**config.mk**
```make
export PLATFORM = sky130hd
export DESIGN_NAME = i2c_target_regs_flat
export DESIGN_NICKNAME = d
export VERILOG_FILES = /design/src/rtl/i2c_target_regs_if.sv /design/src/rtl/i2c_target_regs.sv /design/src/flat_wrapper.sv
export SDC_FILE = /design/constraint.sdc
export NUM_CORES = 1
export LEC_CHECK = 0
export ABC_AREA = 1
export CAP_MARGIN = 30
export CELL_PAD_IN_SITES_DETAIL_PLACEMENT = 1
export CELL_PAD_IN_SITES_GLOBAL_PLACEMENT = 1
export CORE_MARGIN = 3
export CORE_UTILIZATION = 30
export DETAILED_ROUTE_END_ITERATION = 6
export HOLD_SLACK_MARGIN = 0.1
export PLACE_DENSITY = 0.66
export SKIP_CTS_REPAIR_TIMING = 1
export SLEW_MARGIN = 25
export SYNTH_ARGS = -nofsm -noshare
export SYNTH_HDL_FRONTEND = slang
export SYNTH_SLANG_ARGS = --single-unit
```
**constraint.sdc**
```tcl
create_clock -name clk -period 2.35 [get_ports clk]
set_clock_uncertainty 0.2 [all_clocks]
set_input_delay 0.235 -clock clk [delete_from_list [all_inputs] [get_ports clk]]
set_output_delay 0.235 -clock clk [all_outputs]
set_load 0.01 [all_outputs]
```
**src/rtl/i2c_target_regs_if.sv**
```systemverilog
// i2c_target_regs_if: sampled I2C pad inputs and SDA pull-low enable between pad ring and target.
interface i2c_target_regs_if;
  logic scl_i;
  logic sda_i;
  logic sda_oe;
  modport master (output scl_i, output sda_i, input sda_oe);
  modport slave  (input scl_i, input sda_i, output sda_oe);
endinterface

```
**src/rtl/i2c_target_regs.sv**
```systemverilog
// i2c_target_regs: I2C target with a 16 x 8-bit register file, auto-incrementing pointer and local read port.
module i2c_target_regs #(
  parameter logic [6:0]   TARGET_ADDR = 7'h50,
  parameter logic [127:0] RESET_VAL   = '0
) (
  input  logic             clk,
  input  logic             reset_n,
  i2c_target_regs_if.slave bus,
  input  logic [3:0]       loc_addr,
  output logic [7:0]       loc_rdata,
  output logic             wr_pulse,
  output logic [3:0]       wr_index,
  output logic             busy
);
  typedef enum logic [3:0] {
    IDLE, ADDR, ADDR_ACK, PTR, PTR_ACK, WDATA, WDATA_ACK, RDATA, RDATA_ACK, IGNORE
  } state_t;
  logic [2:0] scl_q, scl_d, sda_q, sda_d;
  logic rise_q, rise_d, fall_q, fall_d, start_q, start_d, stop_q, stop_d, bit_q, bit_d;
  state_t state_q, state_d;
  logic [3:0] cnt_q, cnt_d, ptr_q, ptr_d, wri_q, wri_d;
  logic [6:0] sh_q, sh_d;
  logic oe_q, oe_d, busy_q, busy_d, wrp_q, wrp_d;
  logic [15:0][7:0] regs_q, regs_d;
  logic [7:0] byte_w, rd_w;
  assign byte_w       = {sh_q, bit_q};
  assign rd_w         = regs_q[ptr_q];
  assign loc_rdata    = regs_q[loc_addr];
  assign bus.sda_oe   = oe_q;
  assign busy         = busy_q;
  assign wr_pulse     = wrp_q;
  assign wr_index     = wri_q;
  // Stages: [0],[1] synchronize, [2] holds the previous value; events are registered once more
  always_comb begin
    scl_d   = {scl_q[1:0], bus.scl_i};
    sda_d   = {sda_q[1:0], bus.sda_i};
    rise_d  = scl_q[1] & ~scl_q[2];
    fall_d  = ~scl_q[1] & scl_q[2];
    start_d = scl_q[1] & scl_q[2] & ~sda_q[1] & sda_q[2];
    stop_d  = scl_q[1] & scl_q[2] & sda_q[1] & ~sda_q[2];
    bit_d   = sda_q[1];
  end
  always_comb begin
    state_d = state_q;
    cnt_d   = cnt_q;
    ptr_d   = ptr_q;
    sh_d    = sh_q;
    oe_d    = oe_q;
    busy_d  = busy_q;
    wrp_d   = 1'b0;
    wri_d   = wri_q;
    regs_d  = regs_q;
    if (start_q) begin
      state_d = ADDR;
      cnt_d   = 4'd0;
      oe_d    = 1'b0;
    end else if (stop_q) begin
      state_d = IDLE;
      oe_d    = 1'b0;
      busy_d  = 1'b0;
    end else if (rise_q) begin
      case (state_q)
        ADDR, PTR, WDATA: begin
          sh_d  = byte_w[6:0];
          cnt_d = (cnt_q == 4'd7) ? 4'd0 : cnt_q + 4'd1;
          if (cnt_q == 4'd7) begin
            if (state_q == ADDR) begin
              state_d = (byte_w[7:1] == TARGET_ADDR) ? ADDR_ACK : IGNORE;
              busy_d  = (byte_w[7:1] == TARGET_ADDR);
            end else if (state_q == PTR) begin
              ptr_d   = byte_w[3:0];
              state_d = PTR_ACK;
            end else begin
              regs_d[ptr_q] = byte_w;
              wrp_d   = 1'b1;
              wri_d   = ptr_q;
              ptr_d   = ptr_q + 4'd1;
              state_d = WDATA_ACK;
            end
          end
        end
        RDATA: begin
          cnt_d   = (cnt_q == 4'd7) ? 4'd0 : cnt_q + 4'd1;
          state_d = (cnt_q == 4'd7) ? RDATA_ACK : RDATA;
        end
        RDATA_ACK: begin
          // cnt=1 marks "controller ACKed, reload on the next fall"
          ptr_d   = ptr_q + 4'd1;
          state_d = bit_q ? IGNORE : RDATA_ACK;
          busy_d  = bit_q ? 1'b0 : busy_q;
          cnt_d   = bit_q ? cnt_q : 4'd1;
        end
        default: ;
      endcase
    end else if (fall_q) begin
      case (state_q)
        ADDR_ACK, PTR_ACK, WDATA_ACK: begin
          // First fall drives the ACK, the second one ends it and enters the next phase
          if (!oe_q) begin
            oe_d = 1'b1;
          end else begin
            cnt_d   = 4'd0;
            state_d = (state_q != ADDR_ACK) ? WDATA : (sh_q[0] ? RDATA : PTR);
            oe_d    = (state_d == RDATA) ? ~rd_w[7] : 1'b0;
            sh_d    = (state_d == RDATA) ? rd_w[6:0] : sh_q;
          end
        end
        RDATA: begin
          oe_d = ~sh_q[6];
          sh_d = {sh_q[5:0], 1'b0};
        end
        RDATA_ACK: begin
          state_d = (cnt_q == 4'd1) ? RDATA : RDATA_ACK;
          oe_d    = (cnt_q == 4'd1) ? ~rd_w[7] : 1'b0;
          sh_d    = (cnt_q == 4'd1) ? rd_w[6:0] : sh_q;
          cnt_d   = 4'd0;
        end
        default: ;
      endcase
    end
  end
  always_ff @(posedge clk or negedge reset_n) begin
    if (!reset_n) begin
      scl_q   <= 3'b111;
      sda_q   <= 3'b111;
      rise_q  <= 1'b0;
      fall_q  <= 1'b0;
      start_q <= 1'b0;
      stop_q  <= 1'b0;
      bit_q   <= 1'b1;
      state_q <= IDLE;
      cnt_q   <= 4'd0;
      ptr_q   <= 4'd0;
      sh_q    <= 7'd0;
      oe_q    <= 1'b0;
      busy_q  <= 1'b0;
      wrp_q   <= 1'b0;
      wri_q   <= 4'd0;
      regs_q  <= RESET_VAL;
    end else begin
      scl_q   <= scl_d;
      sda_q   <= sda_d;
      rise_q  <= rise_d;
      fall_q  <= fall_d;
      start_q <= start_d;
      stop_q  <= stop_d;
      bit_q   <= bit_d;
      state_q <= state_d;
      cnt_q   <= cnt_d;
      ptr_q   <= ptr_d;
      sh_q    <= sh_d;
      oe_q    <= oe_d;
      busy_q  <= busy_d;
      wrp_q   <= wrp_d;
      wri_q   <= wri_d;
      regs_q  <= regs_d;
    end
  end
endmodule

```
**src/flat_wrapper.sv**
```systemverilog
// flat-port wrapper written by rule: the top's interface ports become plain ports
module i2c_target_regs_flat 
#(
  parameter logic [6:0]   TARGET_ADDR = 7'h50,
  parameter logic [127:0] RESET_VAL   = '0
)
  (clk, reset_n, loc_addr, loc_rdata, wr_pulse, wr_index, busy, bus_scl_i, bus_sda_i, bus_sda_oe);
  i2c_target_regs_if bus_i ();
  input  logic clk;
  input  logic reset_n;
  input  logic [3:0] loc_addr;
  output logic [7:0] loc_rdata;
  output logic wr_pulse;
  output logic [3:0] wr_index;
  output logic busy;
  input wire logic [$bits(bus_i.scl_i)-1:0] bus_scl_i;
  input wire logic [$bits(bus_i.sda_i)-1:0] bus_sda_i;
  output wire logic [$bits(bus_i.sda_oe)-1:0] bus_sda_oe;
  assign bus_i.scl_i = bus_scl_i;
  assign bus_i.sda_i = bus_sda_i;
  assign bus_sda_oe = bus_i.sda_oe;
  i2c_target_regs #(.TARGET_ADDR(TARGET_ADDR), .RESET_VAL(RESET_VAL)) u_core (.clk(clk), .reset_n(reset_n), .bus(bus_i), .loc_addr(loc_addr), .loc_rdata(loc_rdata), .wr_pulse(wr_pulse), .wr_index(wr_index), .busy(busy));
endmodule
```
==> results of run 1 <==
==> state kept, by name, indices dropped and copies added (netlist names) <==
| signal | flops |
|---|---|
| u_core.cnt_q | 4 |
| u_core.bit_q | 1 |
| u_core.wr_index | 4 |
| u_core.start_q | 1 |
| u_core.stop_q | 1 |
| u_core.wr_pulse | 1 |
| u_core.regs_q | 128 |
| u_core.rise_q | 1 |
| u_core.sda_q | 2 |
| u_core.bus.sda_oe | 1 |
| u_core.fall_q | 1 |
| u_core.state_q | 4 |
| u_core.busy | 1 |
| u_core.scl_q | 3 |
| u_core.sh_q | 7 |
| u_core.ptr_q | 4 |
==> where the power goes <==
part / internal [uW] / switching [uW] / total [uW]
registers: 2970 / 167 / 3130
clock network: 1500 / 1280 / 2780
logic: 1110 / 2570 / 3680
total: 5580 / 4010 / 9590
==> worst reg2reg max path: cells and delay by family, from the launching register on <==
kind            cells  cell delay, ns
simple gates        7            0.97
compound gates      1            0.05
fa+ha+maj           1            0.20
flops               1            0.40
buf+inv             3            0.43
==> layout make-up <==
type                       instances  area, um2  share of cell area
clock buffer                      18        439              0.0377
sequential                       164       4110               0.353
inverter                         116        438              0.0376
tap                              390        488              0.0419
clock inverter                    14        125              0.0107
multi-input combinational        880       4740               0.406
timing repair buffer             104       1320               0.113
==> synth_stat cells, types with 2 or more instances <==
cell type,instances,area share
sky130_fd_sc_hd__inv_2,4,0.0016
sky130_fd_sc_hd__nand2_2,5,0.0034
sky130_fd_sc_hd__o21ai_0,195,0.11
sky130_fd_sc_hd__o221ai_1,9,0.0085
sky130_fd_sc_hd__nor2_2,3,0.0020
sky130_fd_sc_hd__a21oi_1,76,0.041
sky130_fd_sc_hd__ha_1,6,0.0081
sky130_fd_sc_hd__buf_6,6,0.0073
sky130_fd_sc_hd__nor2_1,42,0.017
sky130_fd_sc_hd__o21ai_2,32,0.030
sky130_fd_sc_hd__nand4_1,3,0.0020
sky130_fd_sc_hd__dfstp_2,6,0.017
sky130_fd_sc_hd__nor2_4,3,0.0037
sky130_fd_sc_hd__nand2_4,3,0.0037
sky130_fd_sc_hd__buf_1,8,0.0033
sky130_fd_sc_hd__buf_2,18,0.0098
sky130_fd_sc_hd__clkbuf_1,44,0.018
sky130_fd_sc_hd__mux2i_1,8,0.0087
sky130_fd_sc_hd__nand2_1,366,0.15
sky130_fd_sc_hd__dfrtp_1,158,0.43
sky130_fd_sc_hd__o211ai_1,35,0.028
sky130_fd_sc_hd__o21ai_1,11,0.0060
sky130_fd_sc_hd__nand3_4,2,0.0038
sky130_fd_sc_hd__nand3b_1,2,0.0016
sky130_fd_sc_hd__nand3_1,66,0.036
sky130_fd_sc_hd__inv_1,111,0.045
sky130_fd_sc_hd__nor3_1,5,0.0027
==> metal layers <==
metal,vias to the layer above,GRT usage,share of wire
met5,-,0,0
li1,4167,-,-
met2,166,0.333,0.49
met4,0,0.0408,0.018
met3,38,0.0286,0.041
met1,4404,0.263,0.45
==> cell families after synthesis <==
logic type	count (synthesis)	share of synthesized area
AO/OA/AOI/OAI	361	0.223
XOR/XNOR	1	0.000949
adder cells (fa/ha/maj)	6	0.00813
buffers and inverters	192	0.0854
flip-flops	164	0.445
multiplexers	8	0.00867
AND/OR/NAND/NOR	503	0.229
==> stage by stage <==
stage                     utilization  worst slack (ns)  instance area (um2)
after CTS                       0.363            -0.225                10900
after global routing            0.389            -0.163                11700
final                           0.389           -0.0506                11700
after detailed placement        0.344            0.0298                10300
after global placement          0.344            0.0740                10300
after floorplan                     -             0.235                 9240
==> how the worst max path moves through the flow <==
| stage | start | endpoint | slack, ns |
|---|---|---|---|
| floorplan | u_core.ptr_q[1] | u_core.regs_q[103] | 0.24 |
| global placement | loc_addr[0] | loc_rdata[0] | 0.07 |
| detailed placement | loc_addr[0] | loc_rdata[0] | 0.03 |
| CTS | u_core.regs_q[48] | loc_rdata[0] | -0.22 |
| global route | u_core.cnt_q[1] | u_core.regs_q[104] | -0.16 |
| finish | u_core.cnt_q[1] | u_core.regs_q[104] | -0.05 |
==> flow_results.xml, run 1 <==
<?xml version="1.0" encoding="UTF-8"?>
<metrics>
  <group name="clock_tree">
    <metric name="worst_skew_pair.late_latency" unit="ns">0.44</metric>
    <metric name="clk_pin_slew_worst_paths" unit="ns">0.08</metric>
    <metric name="cts.sinks" unit="">164</metric>
    <metric name="cts-root-buf" unit="">sky130_fd_sc_hd__clkbuf_16</metric>
    <metric name="cts_htree_levels" unit="">4</metric>
    <metric name="numCtsBuffers" unit="">17</metric>
    <metric name="cts_tree" unit="">yes</metric>
    <metric name="cts_buffer_depth" unit="">2</metric>
  </group>
  <group name="cells_and_area">
    <metric name="layout.nets" unit="">1297</metric>
    <metric name="antenna_cells_inserted" unit="">0</metric>
    <metric name="area.growth.synth_to_final" unit="%">26.2</metric>
    <metric name="layout.cells.most_common" unit="">sky130_fd_sc_hd__nand2_1</metric>
    <metric name="layout_common_cells" unit="">sky130_fd_sc_hd__nand2_1 (295), sky130_fd_sc_hd__dfrtp_1 (156), sky130_fd_sc_hd__o21ai_0 (142), sky130_fd_sc_hd__inv_1 (110), sky130_fd_sc_hd__a21oi_1 (74)</metric>
    <metric name="drive_gt1_frac" unit="">0.210</metric>
    <metric name="filler_cell_count" unit="">3616</metric>
    <metric name="instances_no_fill" unit="">1686</metric>
  </group>
  <group name="synthesis">
    <metric name="yosys.cell_types.count" unit="">35</metric>
    <metric name="synth.ff_latch_count" unit="">164</metric>
    <metric name="post_synth_edffs" unit="">0</metric>
    <metric name="yosysSeqAreaShare" unit="">0.445</metric>
    <metric name="synthesis.yosys.warnings" unit="">0</metric>
    <metric name="mappedNetlistArea" unit="mm2">0.00924</metric>
    <metric name="syn-mean-instance-area" unit="um2">7.48</metric>
    <metric name="gate_count_post_synth" unit="">1235</metric>
    <metric name="ys.flop_type" unit="">sky130_fd_sc_hd__dfrtp_1</metric>
    <metric name="async_reset_ff_frac" unit="">1.00</metric>
    <metric name="syn_nets" unit="">1249</metric>
  </group>
  <group name="worst_setup_path">
    <metric name="worst-endpoint-required" unit="ns">2.44</metric>
    <metric name="critical_path.startpoint_type" unit="">register</metric>
    <metric name="timing.critical_path.to_type" unit="">register</metric>
    <metric name="worstPathBufferInverterCount" unit="">3</metric>
    <metric name="critical-path-max-stage-delay" unit="ns">0.40</metric>
    <metric name="crit_chain" unit="">ha_2 -&gt; nand2_2 -&gt; nor2_4 -&gt; inv_2 -&gt; nor3_4 -&gt; nand3_4 -&gt; buf_12 -&gt; nor2_4 -&gt; nand2_4 -&gt; buf_12 -&gt; nand2_2 -&gt; o21ai_1</metric>
    <metric name="worst-endpoint-arrival" unit="ns">2.49</metric>
    <metric name="cpMaxStageDelayCell" unit="">sky130_fd_sc_hd__dfrtp_1</metric>
    <metric name="critPathKind" unit="">reg -&gt; reg</metric>
    <metric name="cp_num_cells" unit="">12</metric>
    <metric name="path_delay_family" unit="">simple AND/OR/NAND/NOR gates</metric>
    <metric name="reg2reg_setup_slack" unit="ns">-0.05</metric>
    <metric name="reg2reg_to" unit="">u_core.regs_q[104]</metric>
    <metric name="r2r_cells" unit="">12</metric>
    <metric name="worst-path-max-fanout" unit="">8</metric>
    <metric name="reg_to_reg_critical_path_startpoint" unit="">u_core.cnt_q[1]</metric>
  </group>
  <group name="routing">
    <metric name="vias" unit="">8775</metric>
    <metric name="detail_route.first_pass.iterations" unit="">6</metric>
    <metric name="antenna_violating_nets_post_route" unit="">0</metric>
    <metric name="detail_route.wirelength" unit="mm">34.0</metric>
    <metric name="routed_via_density" unit="">5.20</metric>
    <metric name="post-route-drc-count" unit="">0</metric>
    <metric name="initialDrtViolationCount" unit="">554</metric>
    <metric name="routedWlPerCell" unit="um">20.2</metric>
  </group>
  <group name="power_and_ir_drop">
    <metric name="cellLeakagePower" unit="uW">0.00530</metric>
    <metric name="p_total" unit="uW">9590</metric>
    <metric name="power.density_cell_area" unit="mW/mm2">822</metric>
    <metric name="worst_ir_drop_on_vdd" unit="V">0.000513</metric>
  </group>
  <group name="sta">
    <metric name="worst_slew_margin_rel" unit="">0.434</metric>
    <metric name="timing.final.setup_violations" unit="">13</metric>
    <metric name="final_critical_path_setup_slack" unit="ns">-0.0506</metric>
    <metric name="final-hold-violation-count" unit="">0</metric>
    <metric name="setup_total_negative_slack" unit="ns">-0.348</metric>
    <metric name="maxClockFrequency" unit="GHz">0.417</metric>
    <metric name="transition_at_the_pin_with_the_smallest_max_transition_slack" unit="ns">0.848</metric>
    <metric name="whs" unit="ns">0.117</metric>
    <metric name="period_share" unit="">1.02</metric>
    <metric name="final_period_minus_worst_setup_slack" unit="ns">2.40</metric>
    <metric name="timing.final.max_slew_violations" unit="">0</metric>
    <metric name="rsz0062_at_grt" unit="">yes</metric>
  </group>
  <group name="floorplanning">
    <metric name="placeableCoreArea" unit="mm2">0.0300</metric>
    <metric name="start_util" unit="">0.308</metric>
    <metric name="die_w" unit="um">181</metric>
    <metric name="die_h" unit="um">181</metric>
    <metric name="io_pins" unit="">23</metric>
    <metric name="core.rowCount" unit="">63</metric>
    <metric name="floorplan.die_area" unit="mm2">0.0329</metric>
  </group>
  <group name="job">
    <metric name="max_cap_viol_count" unit="">0</metric>
  </group>
  <group name="global_route">
    <metric name="number_of_global_route_vias_before_repair" unit="">8726</metric>
    <metric name="globalRoute.totalOverflow" unit="">0</metric>
    <metric name="antenna_violations_before_repair" unit="">0</metric>
    <metric name="grt_start_max_net_pins" unit="">81</metric>
    <metric name="global_route_wire_length_before_repair" unit="mm">50.4</metric>
    <metric name="grt_use_total" unit="">0.195</metric>
  </group>
  <group name="run_status">
    <metric name="outcome" unit="">complete, but fails checks</metric>
    <metric name="failed_checks" unit="">negative setup slack</metric>
  </group>
  <group name="place">
    <metric name="dpl.hpwl" unit="mm">21.5</metric>
    <metric name="gp_congestion" unit="">0.860</metric>
    <metric name="placedCellCount" unit="">1633</metric>
    <metric name="port-buffer-count" unit="">22</metric>
  </group>
  <group name="hold_path">
    <metric name="min_path_type" unit="">in -&gt; async</metric>
  </group>
</metrics>
Power figures use the tool's default switching activity.
==> inputs of run 2 (changes only) <==
--- a/config.mk
+++ b/config.mk
@@ -9,11 +9,13 @@
 export CAP_MARGIN = 30
 export CELL_PAD_IN_SITES_DETAIL_PLACEMENT = 1
 export CELL_PAD_IN_SITES_GLOBAL_PLACEMENT = 1
-export CORE_MARGIN = 3
+export CORE_MARGIN = 2
 export CORE_UTILIZATION = 30
 export DETAILED_ROUTE_END_ITERATION = 6
+export GPL_TIMING_DRIVEN = 0
 export HOLD_SLACK_MARGIN = 0.1
 export PLACE_DENSITY = 0.66
+export REMOVE_ABC_BUFFERS = 1
 export SKIP_CTS_REPAIR_TIMING = 1
 export SLEW_MARGIN = 25
 export SYNTH_ARGS = -nofsm -noshare
==> flow_results.xml, run 2 (synthesized netlist as in run 1, its figures left out) <==
<?xml version="1.0" encoding="UTF-8"?>
<metrics>
  <group name="run_status">
    <metric name="outcome" unit="">complete, but fails checks</metric>
    <metric name="failed_checks" unit="">negative setup slack</metric>
  </group>
  <group name="routing">
    <metric name="initialDrtViolationCount" unit="">645</metric>
    <metric name="vias" unit="">8954</metric>
    <metric name="routed_via_density" unit="">5.29</metric>
    <metric name="detail_route.first_pass.iterations" unit="">5</metric>
    <metric name="detail_route.wirelength" unit="mm">35.3</metric>
    <metric name="routedWlPerCell" unit="um">20.8</metric>
    <metric name="antenna_violating_nets_post_route" unit="">0</metric>
    <metric name="post-route-drc-count" unit="">0</metric>
  </group>
  <group name="place">
    <metric name="port-buffer-count" unit="">22</metric>
    <metric name="place_area" unit="mm2">0.00975</metric>
    <metric name="placedCellCount" unit="">1584</metric>
    <metric name="gp_congestion" unit="">0.794</metric>
    <metric name="dpl.hpwl" unit="mm">19.6</metric>
  </group>
  <group name="cells_and_area">
    <metric name="drive_gt1_frac" unit="">0.215</metric>
    <metric name="largest_regs" unit="">u_core.regs_q: 128 flops, u_core.sh_q: 7 flops</metric>
    <metric name="layout.nets" unit="">1298</metric>
    <metric name="largest_reg_flops" unit="">128</metric>
    <metric name="instances_no_fill" unit="">1693</metric>
    <metric name="antenna_cells_inserted" unit="">0</metric>
    <metric name="layout_common_cells" unit="">sky130_fd_sc_hd__nand2_1 (297), sky130_fd_sc_hd__o21ai_0 (170), sky130_fd_sc_hd__dfrtp_1 (154), sky130_fd_sc_hd__inv_1 (99), sky130_fd_sc_hd__a21oi_1 (76)</metric>
    <metric name="fin_area" unit="mm2">0.0118</metric>
    <metric name="postLayoutCoreUtil" unit="">0.389</metric>
    <metric name="area.growth.synth_to_final" unit="%">28.1</metric>
    <metric name="layout.cells.most_common" unit="">sky130_fd_sc_hd__nand2_1</metric>
    <metric name="registers.top_by_ff_count" unit="">u_core.regs_q</metric>
  </group>
  <group name="worst_setup_path">
    <metric name="reg2reg_setup_slack" unit="ns">-0.04</metric>
    <metric name="reg_to_reg_critical_path_startpoint" unit="">u_core.cnt_q[0]</metric>
    <metric name="cpMaxStageDelayCell" unit="">sky130_fd_sc_hd__dfrtp_2</metric>
    <metric name="crit_chain" unit="">ha_4 -&gt; nand2_4 -&gt; nor2_4 -&gt; inv_2 -&gt; nor3_4 -&gt; nand3_4 -&gt; buf_6 -&gt; nor2_8 -&gt; buf_12 -&gt; buf_12 -&gt; nand2_8 -&gt; o21ai_2</metric>
    <metric name="critPathKind" unit="">reg -&gt; reg</metric>
    <metric name="reg2reg_to" unit="">u_core.regs_q[121]</metric>
    <metric name="worstPathBufferInverterCount" unit="">4</metric>
    <metric name="critical_path.startpoint_type" unit="">register</metric>
    <metric name="worst-endpoint-arrival" unit="ns">2.55</metric>
    <metric name="worst-endpoint-required" unit="ns">2.51</metric>
    <metric name="r2r_cells" unit="">12</metric>
    <metric name="critical-path-max-stage-delay" unit="ns">0.40</metric>
    <metric name="timing.critical_path.to_type" unit="">register</metric>
    <metric name="path_delay_family" unit="">simple AND/OR/NAND/NOR gates</metric>
    <metric name="timing.critical_path.mode_cell" unit="">sky130_fd_sc_hd__buf_12</metric>
    <metric name="worst-path-max-fanout" unit="">8</metric>
  </group>
  <group name="floorplanning">
    <metric name="die_w" unit="um">179</metric>
    <metric name="start_util" unit="">0.303</metric>
    <metric name="placeableCoreArea" unit="mm2">0.0304</metric>
    <metric name="die_h" unit="um">179</metric>
    <metric name="floorplan.die_area" unit="mm2">0.0322</metric>
    <metric name="core.rowCount" unit="">64</metric>
    <metric name="io_pins" unit="">23</metric>
  </group>
  <group name="sta">
    <metric name="period_share" unit="">1.02</metric>
    <metric name="transition_at_the_pin_with_the_smallest_max_transition_slack" unit="ns">0.878</metric>
    <metric name="timing.final.setup_violations" unit="">26</metric>
    <metric name="timing.final.max_slew_violations" unit="">0</metric>
    <metric name="maxClockFrequency" unit="GHz">0.418</metric>
    <metric name="final-hold-violation-count" unit="">0</metric>
    <metric name="worst_slew_margin_rel" unit="">0.414</metric>
    <metric name="whs" unit="ns">0.114</metric>
    <metric name="rsz0062_at_grt" unit="">yes</metric>
    <metric name="final_period_minus_worst_setup_slack" unit="ns">2.39</metric>
    <metric name="final_critical_path_setup_slack" unit="ns">-0.0401</metric>
  </group>
  <group name="power_and_ir_drop">
    <metric name="cellLeakagePower" unit="uW">0.00515</metric>
    <metric name="power.density_cell_area" unit="mW/mm2">852</metric>
    <metric name="p_total" unit="uW">10100</metric>
    <metric name="worst_ir_drop_on_vdd" unit="V">0.000561</metric>
  </group>
  <group name="global_route">
    <metric name="global_route_wire_length_before_repair" unit="mm">48.9</metric>
    <metric name="grt_use_total" unit="">0.193</metric>
    <metric name="number_of_global_route_vias_before_repair" unit="">8604</metric>
    <metric name="antenna_violations_before_repair" unit="">0</metric>
    <metric name="grt_start_max_net_pins" unit="">80</metric>
    <metric name="globalRoute.totalOverflow" unit="">0</metric>
  </group>
  <group name="clock_tree">
    <metric name="cts-root-buf" unit="">sky130_fd_sc_hd__clkbuf_16</metric>
    <metric name="numCtsBuffers" unit="">17</metric>
    <metric name="cts_htree_levels" unit="">4</metric>
    <metric name="cts.sinks" unit="">164</metric>
    <metric name="worst_skew_pair.late_latency" unit="ns">0.44</metric>
    <metric name="cts_buffer_depth" unit="">2</metric>
    <metric name="clk_pin_slew_worst_paths" unit="ns">0.08</metric>
    <metric name="cts_tree" unit="">yes</metric>
  </group>
  <group name="hold_path">
    <metric name="min_path_type" unit="">in -&gt; async</metric>
  </group>
  <group name="job">
    <metric name="max_cap_viol_count" unit="">0</metric>
  </group>
</metrics>
[run 2: per-layer routing]
layer	share of wire	up-vias	global-route usage
li1	-	4186	-
met1	0.46	4509	0.260
met2	0.48	205	0.319
met3	0.045	54	0.0271
met4	0.020	0	0.0631
met5	0	-	0
[run 2: worst register-to-register path: cells and delay by family (launching register included)]
kind                       cells  cell delay [ns]
AOI/OAI and AO/OA              1             0.12
buffers and inverters          4             0.56
adders and majority gates      1             0.15
and+or+nand+nor                6             0.88
DFF                            1             0.40
[run 2: final cells by class]
cell class / count / area (um2)
clock buffers: 19 / 433
well taps: 396 / 495
repair buffers: 94 / 1140
repair inverters: 2 / 12.5
fillers: 3654 / 18600
clock inverters: 13 / 126
inverters: 116 / 484
multi-input cells: 889 / 5010
flip-flops and latches: 164 / 4120
[run 2: report_power, final]
group / total (uW) / switching (uW) / internal [uW]
Combinational: 4090 / 2890 / 1200
Sequential: 3210 / 237 / 2970
Clock: 2780 / 1310 / 1470
Total: 10100 / 4430 / 5650
[run 2: how the worst max path moves through the flow]
stage | slack, ns | end | cells past startpoint | start
floorplan | -1.13 | u_core.regs_q[81] | 6 | u_core.ptr_q[0]
detailed placement | -1.30 | loc_rdata[0] | 6 | loc_addr[2]
CTS | -1.28 | loc_rdata[0] | 6 | loc_addr[2]
global route | -0.15 | u_core.regs_q[38] | 11 | u_core.cnt_q[0]
global placement | -6.45 | u_core.cnt_q[1] | 1 | reset_n
finish | -0.04 | u_core.regs_q[121] | 12 | u_core.cnt_q[0]
[run 2: stage by stage]
step | TNS [ns] | setup WS, ns
6_report | -0.489 | -0.0401
5_1_grt | -7.41 | -0.148
4_1_cts | -78.89 | -1.28
3_5_place_dp | -76.71 | -1.30
3_3_place_gp | -1455.60 | -6.45
2_1_floorplan | -119.90 | -1.13
==> inputs of run 3 (changes only) <==
--- a/config.mk
+++ b/config.mk
@@ -9,7 +9,6 @@
 export CAP_MARGIN = 30
 export CELL_PAD_IN_SITES_DETAIL_PLACEMENT = 1
 export CELL_PAD_IN_SITES_GLOBAL_PLACEMENT = 1
-export CORE_MARGIN = 2
 export CORE_UTILIZATION = 30
 export DETAILED_ROUTE_END_ITERATION = 6
 export GPL_TIMING_DRIVEN = 0
==> flow_results.xml, run 3 (synthesized netlist as in run 1, its figures left out) <==
<?xml version="1.0" encoding="UTF-8"?>
<metrics>
  <group name="run_status">
    <metric name="outcome" unit="">complete, but fails checks</metric>
    <metric name="failed_checks" unit="">negative setup slack</metric>
  </group>
  <group name="sta">
    <metric name="worst_slew_margin_rel" unit="">0.230</metric>
    <metric name="final_period_minus_worst_setup_slack" unit="ns">2.41</metric>
    <metric name="final-hold-violation-count" unit="">0</metric>
    <metric name="maxClockFrequency" unit="GHz">0.414</metric>
    <metric name="timing.final.max_slew_violations" unit="">0</metric>
    <metric name="whs" unit="ns">0.0670</metric>
    <metric name="final_critical_path_setup_slack" unit="ns">-0.0632</metric>
    <metric name="rsz0062_at_grt" unit="">yes</metric>
    <metric name="transition_at_the_pin_with_the_smallest_max_transition_slack" unit="ns">1.15</metric>
    <metric name="timing.final.setup_violations" unit="">17</metric>
    <metric name="period_share" unit="">1.03</metric>
  </group>
  <group name="routing">
    <metric name="routedWlPerCell" unit="um">21.2</metric>
    <metric name="initialDrtViolationCount" unit="">713</metric>
    <metric name="post-route-drc-count" unit="">0</metric>
    <metric name="antenna_violating_nets_post_route" unit="">0</metric>
    <metric name="vias" unit="">8886</metric>
    <metric name="detail_route.wirelength" unit="mm">35.5</metric>
    <metric name="detail_route.first_pass.iterations" unit="">5</metric>
    <metric name="routed_via_density" unit="">5.31</metric>
  </group>
  <group name="cells_and_area">
    <metric name="filler_cell_count" unit="">3556</metric>
    <metric name="antenna_cells_inserted" unit="">0</metric>
    <metric name="largest_regs" unit="">u_core.regs_q: 128 flops, u_core.sh_q: 7 flops</metric>
    <metric name="regArea" unit="mm2">0.00412</metric>
    <metric name="layout.nets" unit="">1286</metric>
    <metric name="layout_common_cells" unit="">sky130_fd_sc_hd__nand2_1 (273), sky130_fd_sc_hd__dfrtp_1 (153), sky130_fd_sc_hd__o21ai_0 (140), sky130_fd_sc_hd__inv_1 (100), sky130_fd_sc_hd__a21oi_1 (73)</metric>
    <metric name="multiInputGateArea" unit="mm2">0.00517</metric>
    <metric name="registers.top_by_ff_count" unit="">u_core.regs_q</metric>
    <metric name="drive_gt1_frac" unit="">0.239</metric>
    <metric name="layout.cells.most_common" unit="">sky130_fd_sc_hd__nand2_1</metric>
    <metric name="area.growth.synth_to_final" unit="%">28.0</metric>
    <metric name="largest_reg_flops" unit="">128</metric>
  </group>
  <group name="power_and_ir_drop">
    <metric name="worst_ir_drop_on_vdd" unit="V">0.000626</metric>
    <metric name="power.density_cell_area" unit="mW/mm2">856</metric>
    <metric name="cellLeakagePower" unit="uW">0.00514</metric>
    <metric name="p_total" unit="uW">10100</metric>
  </group>
  <group name="floorplanning">
    <metric name="floorplan.die_area" unit="mm2">0.0315</metric>
    <metric name="io_pins" unit="">23</metric>
    <metric name="die_h" unit="um">177</metric>
    <metric name="placeableCoreArea" unit="mm2">0.0300</metric>
    <metric name="start_util" unit="">0.308</metric>
    <metric name="core.rowCount" unit="">63</metric>
    <metric name="die_w" unit="um">177</metric>
  </group>
  <group name="place">
    <metric name="placement.setup.worst_slack" unit="ns">-1.26</metric>
    <metric name="dpl.hpwl" unit="mm">19.5</metric>
    <metric name="gp_congestion" unit="">0.809</metric>
    <metric name="port-buffer-count" unit="">22</metric>
  </group>
  <group name="clock_tree">
    <metric name="worst_skew_pair.late_latency" unit="ns">0.45</metric>
    <metric name="cts_buffer_depth" unit="">2</metric>
    <metric name="cts.sinks" unit="">164</metric>
    <metric name="clk_pin_slew_worst_paths" unit="ns">0.08</metric>
    <metric name="cts_tree" unit="">yes</metric>
    <metric name="numCtsBuffers" unit="">17</metric>
    <metric name="cts-root-buf" unit="">sky130_fd_sc_hd__clkbuf_16</metric>
    <metric name="cts_htree_levels" unit="">4</metric>
  </group>
  <group name="worst_setup_path">
    <metric name="cp_num_cells" unit="">7</metric>
    <metric name="worstPathBufferInverterCount" unit="">0</metric>
    <metric name="path_delay_family" unit="">simple AND/OR/NAND/NOR gates</metric>
    <metric name="critical-path-max-stage-delay" unit="ns">0.90</metric>
    <metric name="worst-endpoint-arrival" unit="ns">2.60</metric>
    <metric name="worst-endpoint-required" unit="ns">2.53</metric>
    <metric name="r2r_cells" unit="">7</metric>
    <metric name="cpMaxStageDelayCell" unit="">sky130_fd_sc_hd__nor2_4</metric>
    <metric name="critPathKind" unit="">reg -&gt; reg</metric>
    <metric name="timing.critical_path.mode_cell" unit="">sky130_fd_sc_hd__nand2_1</metric>
    <metric name="worst-path-max-fanout" unit="">16</metric>
    <metric name="timing.critical_path.to_type" unit="">register</metric>
    <metric name="crit_chain" unit="">nor2_4 -&gt; nand3_1 -&gt; nand2_1 -&gt; nor2_1 -&gt; nand2_1 -&gt; nand3_1 -&gt; nand2_1</metric>
    <metric name="critical_path.startpoint_type" unit="">register</metric>
  </group>
  <group name="job">
    <metric name="max_cap_viol_count" unit="">0</metric>
  </group>
  <group name="global_route">
    <metric name="globalRoute.totalOverflow" unit="">0</metric>
    <metric name="antenna_violations_before_repair" unit="">1</metric>
    <metric name="global_route_wire_length_before_repair" unit="mm">49.0</metric>
    <metric name="grt_use_total" unit="">0.204</metric>
    <metric name="number_of_global_route_vias_before_repair" unit="">8515</metric>
    <metric name="grt_start_max_net_pins" unit="">73</metric>
  </group>
  <group name="hold_path">
    <metric name="min_path_type" unit="">in -&gt; async</metric>
  </group>
</metrics>
## run 3: layout make-up
class,instances,area share
clock inverters,13,0.0104
repair inverters,2,0.00106
well taps,390,0.0413
repair buffers,80,0.0840
flip-flops and latches,164,0.349
multi-input cells,891,0.437
clock buffers,19,0.0366
inverters,116,0.0410
## run 3: worst paths after layout
path	startpoint	slack [ns]	to
hold reg to reg	u_core.scl_q[0]	0.16	u_core.scl_q[1]
max in group asynchronous	reset_n	1.12	u_core.bit_q
setup reg to reg	u_core.ptr_q[2]	-0.06	u_core.sh_q[2]
hold / removal	reset_n	0.07	u_core.regs_q[9]
setup / recovery	u_core.ptr_q[2]	-0.06	u_core.sh_q[2]
min in group clk	u_core.scl_q[0]	0.16	u_core.scl_q[1]
## run 3: where the power goes
group | internal (uW) | switching [uW] | total [uW]
clock | 1470 | 1310 | 2780
combinational | 1150 | 2870 | 4020
sequential | 2970 | 339 | 3310
total | 5600 | 4520 | 10100
## run 3: through the flow
step / util / cell area, um2 / setup TNS, ns / instances
after global placement: 0.320 / 9590 / -1455.95 / 1571
after global routing: 0.395 / 11800 / -5.44 / 1675
final: 0.395 / 11800 / -0.336 / 1675
after detailed placement: 0.325 / 9740 / -68.79 / 1577
after CTS: 0.344 / 10300 / -71.47 / 1609
after floorplan: - / 8880 / -119.90 / 1159
## run 3: worst register-to-register path, cell delays in order (launching register included)
cell and delay [ns]:
sky130_fd_sc_hd__dfrtp_2 0.49, sky130_fd_sc_hd__nor2_4 0.90, sky130_fd_sc_hd__nand3_1 0.30, sky130_fd_sc_hd__nand2_1 0.20
sky130_fd_sc_hd__nor2_1 0.07, sky130_fd_sc_hd__nand2_1 0.06, sky130_fd_sc_hd__nand3_1 0.07, sky130_fd_sc_hd__nand2_1 0.07
## run 3: routing by layer
metal / share of wire / GRT usage / up-vias / wire length, um
met4: 0.021 / 0.0655 / 2 / 745
met1: 0.46 / 0.284 / 4485 / 16200
met5: 0.00037 / 0 / - / 13
li1: - / - / 4176 / -
met3: 0.040 / 0.0206 / 42 / 1420
met2: 0.48 / 0.331 / 181 / 17100
==> RTL edit 1: new RTL, flow settings as in run 1 <==
Take the reset off `sh_q` and load it in a clocked block of its own.
--- a/src/rtl/i2c_target_regs.sv
+++ b/src/rtl/i2c_target_regs.sv
@@ -133,3 +133,2 @@
       ptr_q   <= 4'd0;
-      sh_q    <= 7'd0;
       oe_q    <= 1'b0;
@@ -150,3 +149,2 @@
       ptr_q   <= ptr_d;
-      sh_q    <= sh_d;
       oe_q    <= oe_d;
@@ -158,2 +156,6 @@
   end
+
+  always_ff @(posedge clk) begin
+    sh_q <= sh_d;
+  end
 endmodule
Check against the original RTL: not settled (the Yosys comparison gave no result); the edit may change what the design does.
==> RTL edit 1 against run 1 <==
Utilization shrank 2.4 points; largest power group unchanged; total power shrank 2.2%; sequential cell count is the same; setup slack gained 130 ps; first-iteration DRC count grew 1.8%; non-clock buffer count shrank 4; die area shrank 2.7%; routed wire length shrank 7.8%; via count shrank 3.4%; area after synthesis shrank 2.8%; design area shrank 8.9%; final cell count shrank 3.3%.
==> RTL edit 1: results (changes against run 1) <==
\begin{tabular}{lr}
\hline
Metric & Value \\
\hline
\multicolumn{2}{l}{\textbf{Status}} \\
Run status & finished clean \\
\multicolumn{2}{l}{\textbf{Pwr}} \\
Total leakage power & 4.82 nW (-9.1\%) \\
Maximum ir drop on the vdd rail & 0.000487 V (-5.0\%) \\
\multicolumn{2}{l}{\textbf{Global routing}} \\
Total routing resource utilization after global routing & 20.3\% (+0.83 points) \\
Via count of the first global-routing pass & 8564 (-1.9\%) \\
First-pass GRT wire length & 49900 microns (-1.1\%) \\
\multicolumn{2}{l}{\textbf{Worst setup path}} \\
Critical path's largest stage delay & 370 ps (-30 ps) \\
Family with the most delay on the worst path & simple AND/OR/NAND/NOR gates \\
Arrival time at the worst endpoint & 2360 ps (-130 ps) \\
Depth of the most critical reg-to-reg path & 8 (-4) \\
\multicolumn{2}{l}{\textbf{Routing}} \\
Starting DRT DRC Count & 564 (+1.8\%) \\
Number of optimization iterations in the first detailed-route pass & 5 (-1) \\
Via Count & 8474 (-3.4\%) \\
Wire length per cell after detailed routing & 19.2 microns (-4.6\%) \\
\multicolumn{2}{l}{\textbf{Placed design}} \\
Sum of net half-perimeters after detailed placement & 22100 microns (+2.9\%) \\
Placer congestion estimate & 0.844 (-1.8\%) \\
\multicolumn{2}{l}{\textbf{Layout}} \\
Final cell count without fillers & 1630 (-3.3\%) \\
Layout cell share with drive strength beyond 1 & 12.3\% (-8.7 points) \\
Final nets & 1247 (-3.9\%) \\
Top flop regs & u\_core.regs\_q x128, u\_core.sh\_q x7 \\
\multicolumn{2}{l}{\textbf{Yosys}} \\
Average instance area after synthesis & 7.55 sq um (+0.94\%) \\
Leading cell types by total area after synthesis & sky130\_fd\_sc\_hd\_\_dfrtp\_1 42\%, sky130\_fd\_sc\_hd\_\_o21ai\_0 15\%, sky130\_fd\_sc\_hd\_\_nand2\_1 11\% \\
Part of the Yosys area used for sequential elements & 46.2\% (+1.7 points) \\
Share of flip-flops with an asynchronous set or reset & 95.7\% (-4.3 points) \\
Post-synth EDFFs & 7 (+7) \\
Library cell with the largest summed area after synthesis & sky130\_fd\_sc\_hd\_\_dfrtp\_1 \\
Top cell types by occurrence after synthesis & 270 x sky130\_fd\_sc\_hd\_\_o21ai\_0, 258 x sky130\_fd\_sc\_hd\_\_nand2\_1, 151 x sky130\_fd\_sc\_hd\_\_dfrtp\_1 \\
\multicolumn{2}{l}{\textbf{STA}} \\
Worst-Margin Slew & 515 ps (-333 ps) \\
\hline
\end{tabular}
RTL edit 1: cells by family after synthesis:
logic type / after synthesis / synth area share, %
AND/OR/NAND/NOR: 433 / 19.8
AO/OA/AOI/OAI: 417 / 24.9
buffers and inverters: 167 / 8.11
flip-flops: 164 / 46.2
adder cells (fa/ha/maj): 6 / 0.836
XOR/XNOR: 1 / 0.0976
multiplexers: 1 / 0.112
RTL edit 1: path summary, 6_finish.rpt:
path                                      start                 to  slack (ps)
worst max-delay path            u_core.cnt_q[1]  u_core.regs_q[64]          80
max in group asynchronous               reset_n    u_core.scl_q[2]        1090
worst max register to register  u_core.cnt_q[1]  u_core.regs_q[64]          80
worst min register to register  u_core.scl_q[0]    u_core.scl_q[1]         160
min in group clk                u_core.scl_q[0]    u_core.scl_q[1]         160
worst min-delay path                    reset_n  u_core.regs_q[71]         110
RTL edit 1: metrics by stage:
step                setup WS (ps)  cell area (sq um)
floorplan                     134               8970
global placement            -60.1               9990
detailed placement          -57.8               9990
CTS                          -356              10600
global route                 -104              10600
finish                       83.8              10600
RTL edit 1: layout make-up:
class | count | area, sq um
fillers | 3566 | 18500
clock inverters | 14 | 143
clock buffers | 18 | 439
repair buffers | 100 | 955
well taps | 384 | 480
inverters | 92 | 349
multi-input cells | 858 | 4110
flip-flops and latches | 164 | 4150
RTL edit 1: routing by layer:
layer  vias up  global-route usage [%]  wire length (microns)
met5         -                       0                      0
met4         0                    5.26                    505
met3        26                    3.43                   1140
met2       142                    34.4                  15200
met1      4243                    26.9                  14500
li1       4063                       -                      -
RTL edit 1: where the power goes:
part	total, mW	switching [mW]	internal (mW)
combinational	3.43	2.36	1.06
clock	2.81	1.29	1.52
sequential	3.14	0.138	3.00
total	9.38	3.79	5.59
==> RTL edit 2: new RTL, config.mk and constraints of run 1 <==
Without the edit above. Reset style: synchronous (`reset_n`), changed in one clocked block.
--- a/src/rtl/i2c_target_regs.sv
+++ b/src/rtl/i2c_target_regs.sv
@@ -121,3 +121,3 @@
   end
-  always_ff @(posedge clk or negedge reset_n) begin
+  always_ff @(posedge clk) begin
     if (!reset_n) begin
Check against the original RTL: not settled (the Yosys comparison gave no result); the edit may change what the design does.
==> RTL edit 2 against run 1 <==
The run ends with DRC left; area after synthesis is 0.75% lower; setup slack better by 180 ps; sequential cell count stayed put; die area is 0.72% lower; design area is 5.7% lower; utilization is 2.1 points lower; routed wire length is 3.5% higher; synthesized cell count is 20% higher; highest routed layer unchanged.
Power is not compared: it rests on default switching activity, and its combinational part moved more than twofold at a synthesized area within 25%.
==> RTL edit 2: results (changes against run 1) <==
\begin{tabular}{lr}
\hline
Metric & Value \\
\hline
\multicolumn{2}{l}{\textbf{Status}} \\
Run status & finished, violations left \\
Violated checks & DRC \\
\multicolumn{2}{l}{\textbf{Placed design}} \\
Placer congestion estimate & 0.890 (+3.5\%) \\
Sum of net half-perimeters after detailed placement & 25200 microns (+17\%) \\
Worst slack at placement & -129 ps (-159 ps) \\
\multicolumn{2}{l}{\textbf{Worst setup path}} \\
Critical path's largest stage delay & 330 ps (-70 ps) \\
Depth of the most critical reg-to-reg path & 9 (-3) \\
Maximum net fanout on the critical path & 3 (-5) \\
Critical Path Slowest Stage Cell & sky130\_fd\_sc\_hd\_\_dfxtp\_1 \\
Arrival time at the worst endpoint & 1780 ps (-710 ps) \\
\multicolumn{2}{l}{\textbf{Clock tree}} \\
TritonCTS clock tree & yes \\
\multicolumn{2}{l}{\textbf{Yosys}} \\
Yosys warnings & 0 (unchanged) \\
Leading cell types by total area after synthesis & sky130\_fd\_sc\_hd\_\_dfxtp\_1 36\%, sky130\_fd\_sc\_hd\_\_nand2\_1 13\%, sky130\_fd\_sc\_hd\_\_nor2\_1 13\% \\
Post-synthesis cell type count & 29 (-17\%) \\
Part of the Yosys area used for sequential elements & 35.8\% (-8.7 points) \\
Main flop type after synthesis & sky130\_fd\_sc\_hd\_\_dfxtp\_1 \\
Top cell types by occurrence after synthesis & 323 x sky130\_fd\_sc\_hd\_\_nand2\_1, 317 x sky130\_fd\_sc\_hd\_\_nor2\_1, 194 x sky130\_fd\_sc\_hd\_\_o21ai\_0 \\
Share of flip-flops with an asynchronous set or reset & 0\% (-100 points) \\
\multicolumn{2}{l}{\textbf{Layout}} \\
Layout cell share with drive strength beyond 1 & 11.6\% (-9.4 points) \\
Filler Cell Count & 3858 (+6.7\%) \\
Final nets & 1543 (+19\%) \\
\multicolumn{2}{l}{\textbf{Global routing}} \\
Via count of the first global-routing pass & 9927 (+14\%) \\
First-pass GRT wire length & 55800 microns (+11\%) \\
Pin count of the biggest net entering global routing & 77 (-4.9\%) \\
\multicolumn{2}{l}{\textbf{Routing}} \\
Wire length per cell after detailed routing & 18.2 microns (-9.7\%) \\
Number of optimization iterations in the first detailed-route pass & 7 (+1) \\
DRC violation count after routing & 2 (+2) \\
Starting DRT DRC Count & 592 (+6.9\%) \\
Average vias per placed instance & 5.10 (-1.9\%) \\
\multicolumn{2}{l}{\textbf{Hold path}} \\
Tightest Hold Check Type & in2reg \\
\multicolumn{2}{l}{\textbf{STA}} \\
Worst slew slack as a fraction of its limit & 69.5\% (+26 points) \\
\hline
\end{tabular}
==> RTL edit 2: cell count changes after synthesis, sizes merged, moves of 7 or more <==
cell,before,now
o21ai,238,194
nand2,374,329
clkbuf,44,66
nand3,68,52
nor3,6,15
nor2,49,321
a21oi,76,112
dfxtp,0,164
o211ai,35,28
mux2i,8,0
dfrtp,158,0
inv,115,134
==> RTL edit 2: path summary, 6_finish.rpt <==
| kind | to | from | slack [ps] |
|---|---|---|---|
| setup reg to reg | u_core.regs_q[17] | u_core.cnt_q[0] | 190 |
| setup / recovery | loc_rdata[1] | u_core.regs_q[97] | 130 |
| hold / removal | u_core.scl_q[0] | bus_scl_i | 150 |
| hold reg to reg | u_core.scl_q[1] | u_core.scl_q[0] | 220 |
==> RTL edit 2: kinds of logic after synthesis <==
kind of cell | synth area share (%)
compound gates | 20.5
buf+inv | 9.61
simple gates | 33.1
xor+xnor | 0.0956
flops | 35.8
fa+ha+maj | 0.819
==> RTL edit 2: critical path, delay by kind of cell (launching register included) <==
family / cells / cell delay (ps)
flops: 1 / 330
simple gates: 2 / 150
compound gates: 2 / 500
buf+inv: 2 / 370
==> RTL edit 2: report_power, final <==
group	internal (mW)	switching, mW
clock network	1.67	1.28
registers	2.79	0.0114
logic	0.196	0.340
total	4.66	1.64
==> RTL edit 2: cell type report <==
type / count / area share, %
clock buffer: 20 / 4.24
clock inverter: 12 / 1.30
inverter: 134 / 4.57
multi-input combinational: 1088 / 45.8
sequential: 164 / 29.9
tap: 390 / 4.44
timing repair buffer: 124 / 9.76
==> RTL edit 2: per-layer routing <==
layer | wire [microns] | vias to the layer above | share of wire [%] | track usage (%)
met3 | 1160 | 53 | 3.3 | 2.56
li1 | - | 4837 | - | -
met1 | 16000 | 4780 | 45 | 27.9
met4 | 958 | 0 | 2.7 | 7.80
met5 | 0 | - | 0 | 0
met2 | 17100 | 190 | 49 | 36.7
==> RTL edit 2: through the flow <==
| step | total power [mW] | area (sq um) | cells |
|---|---|---|---|
| 2_1_floorplan | 3.15 | 9170 | 1480 |
| 6_report | 6.29 | 11000 | 1932 |
| 5_1_grt | 6.52 | 11000 | 1932 |
| 3_3_place_gp | 3.39 | 10300 | 1896 |
| 4_1_cts | 6.36 | 10900 | 1928 |
| 3_5_place_dp | 3.39 | 10300 | 1896 |
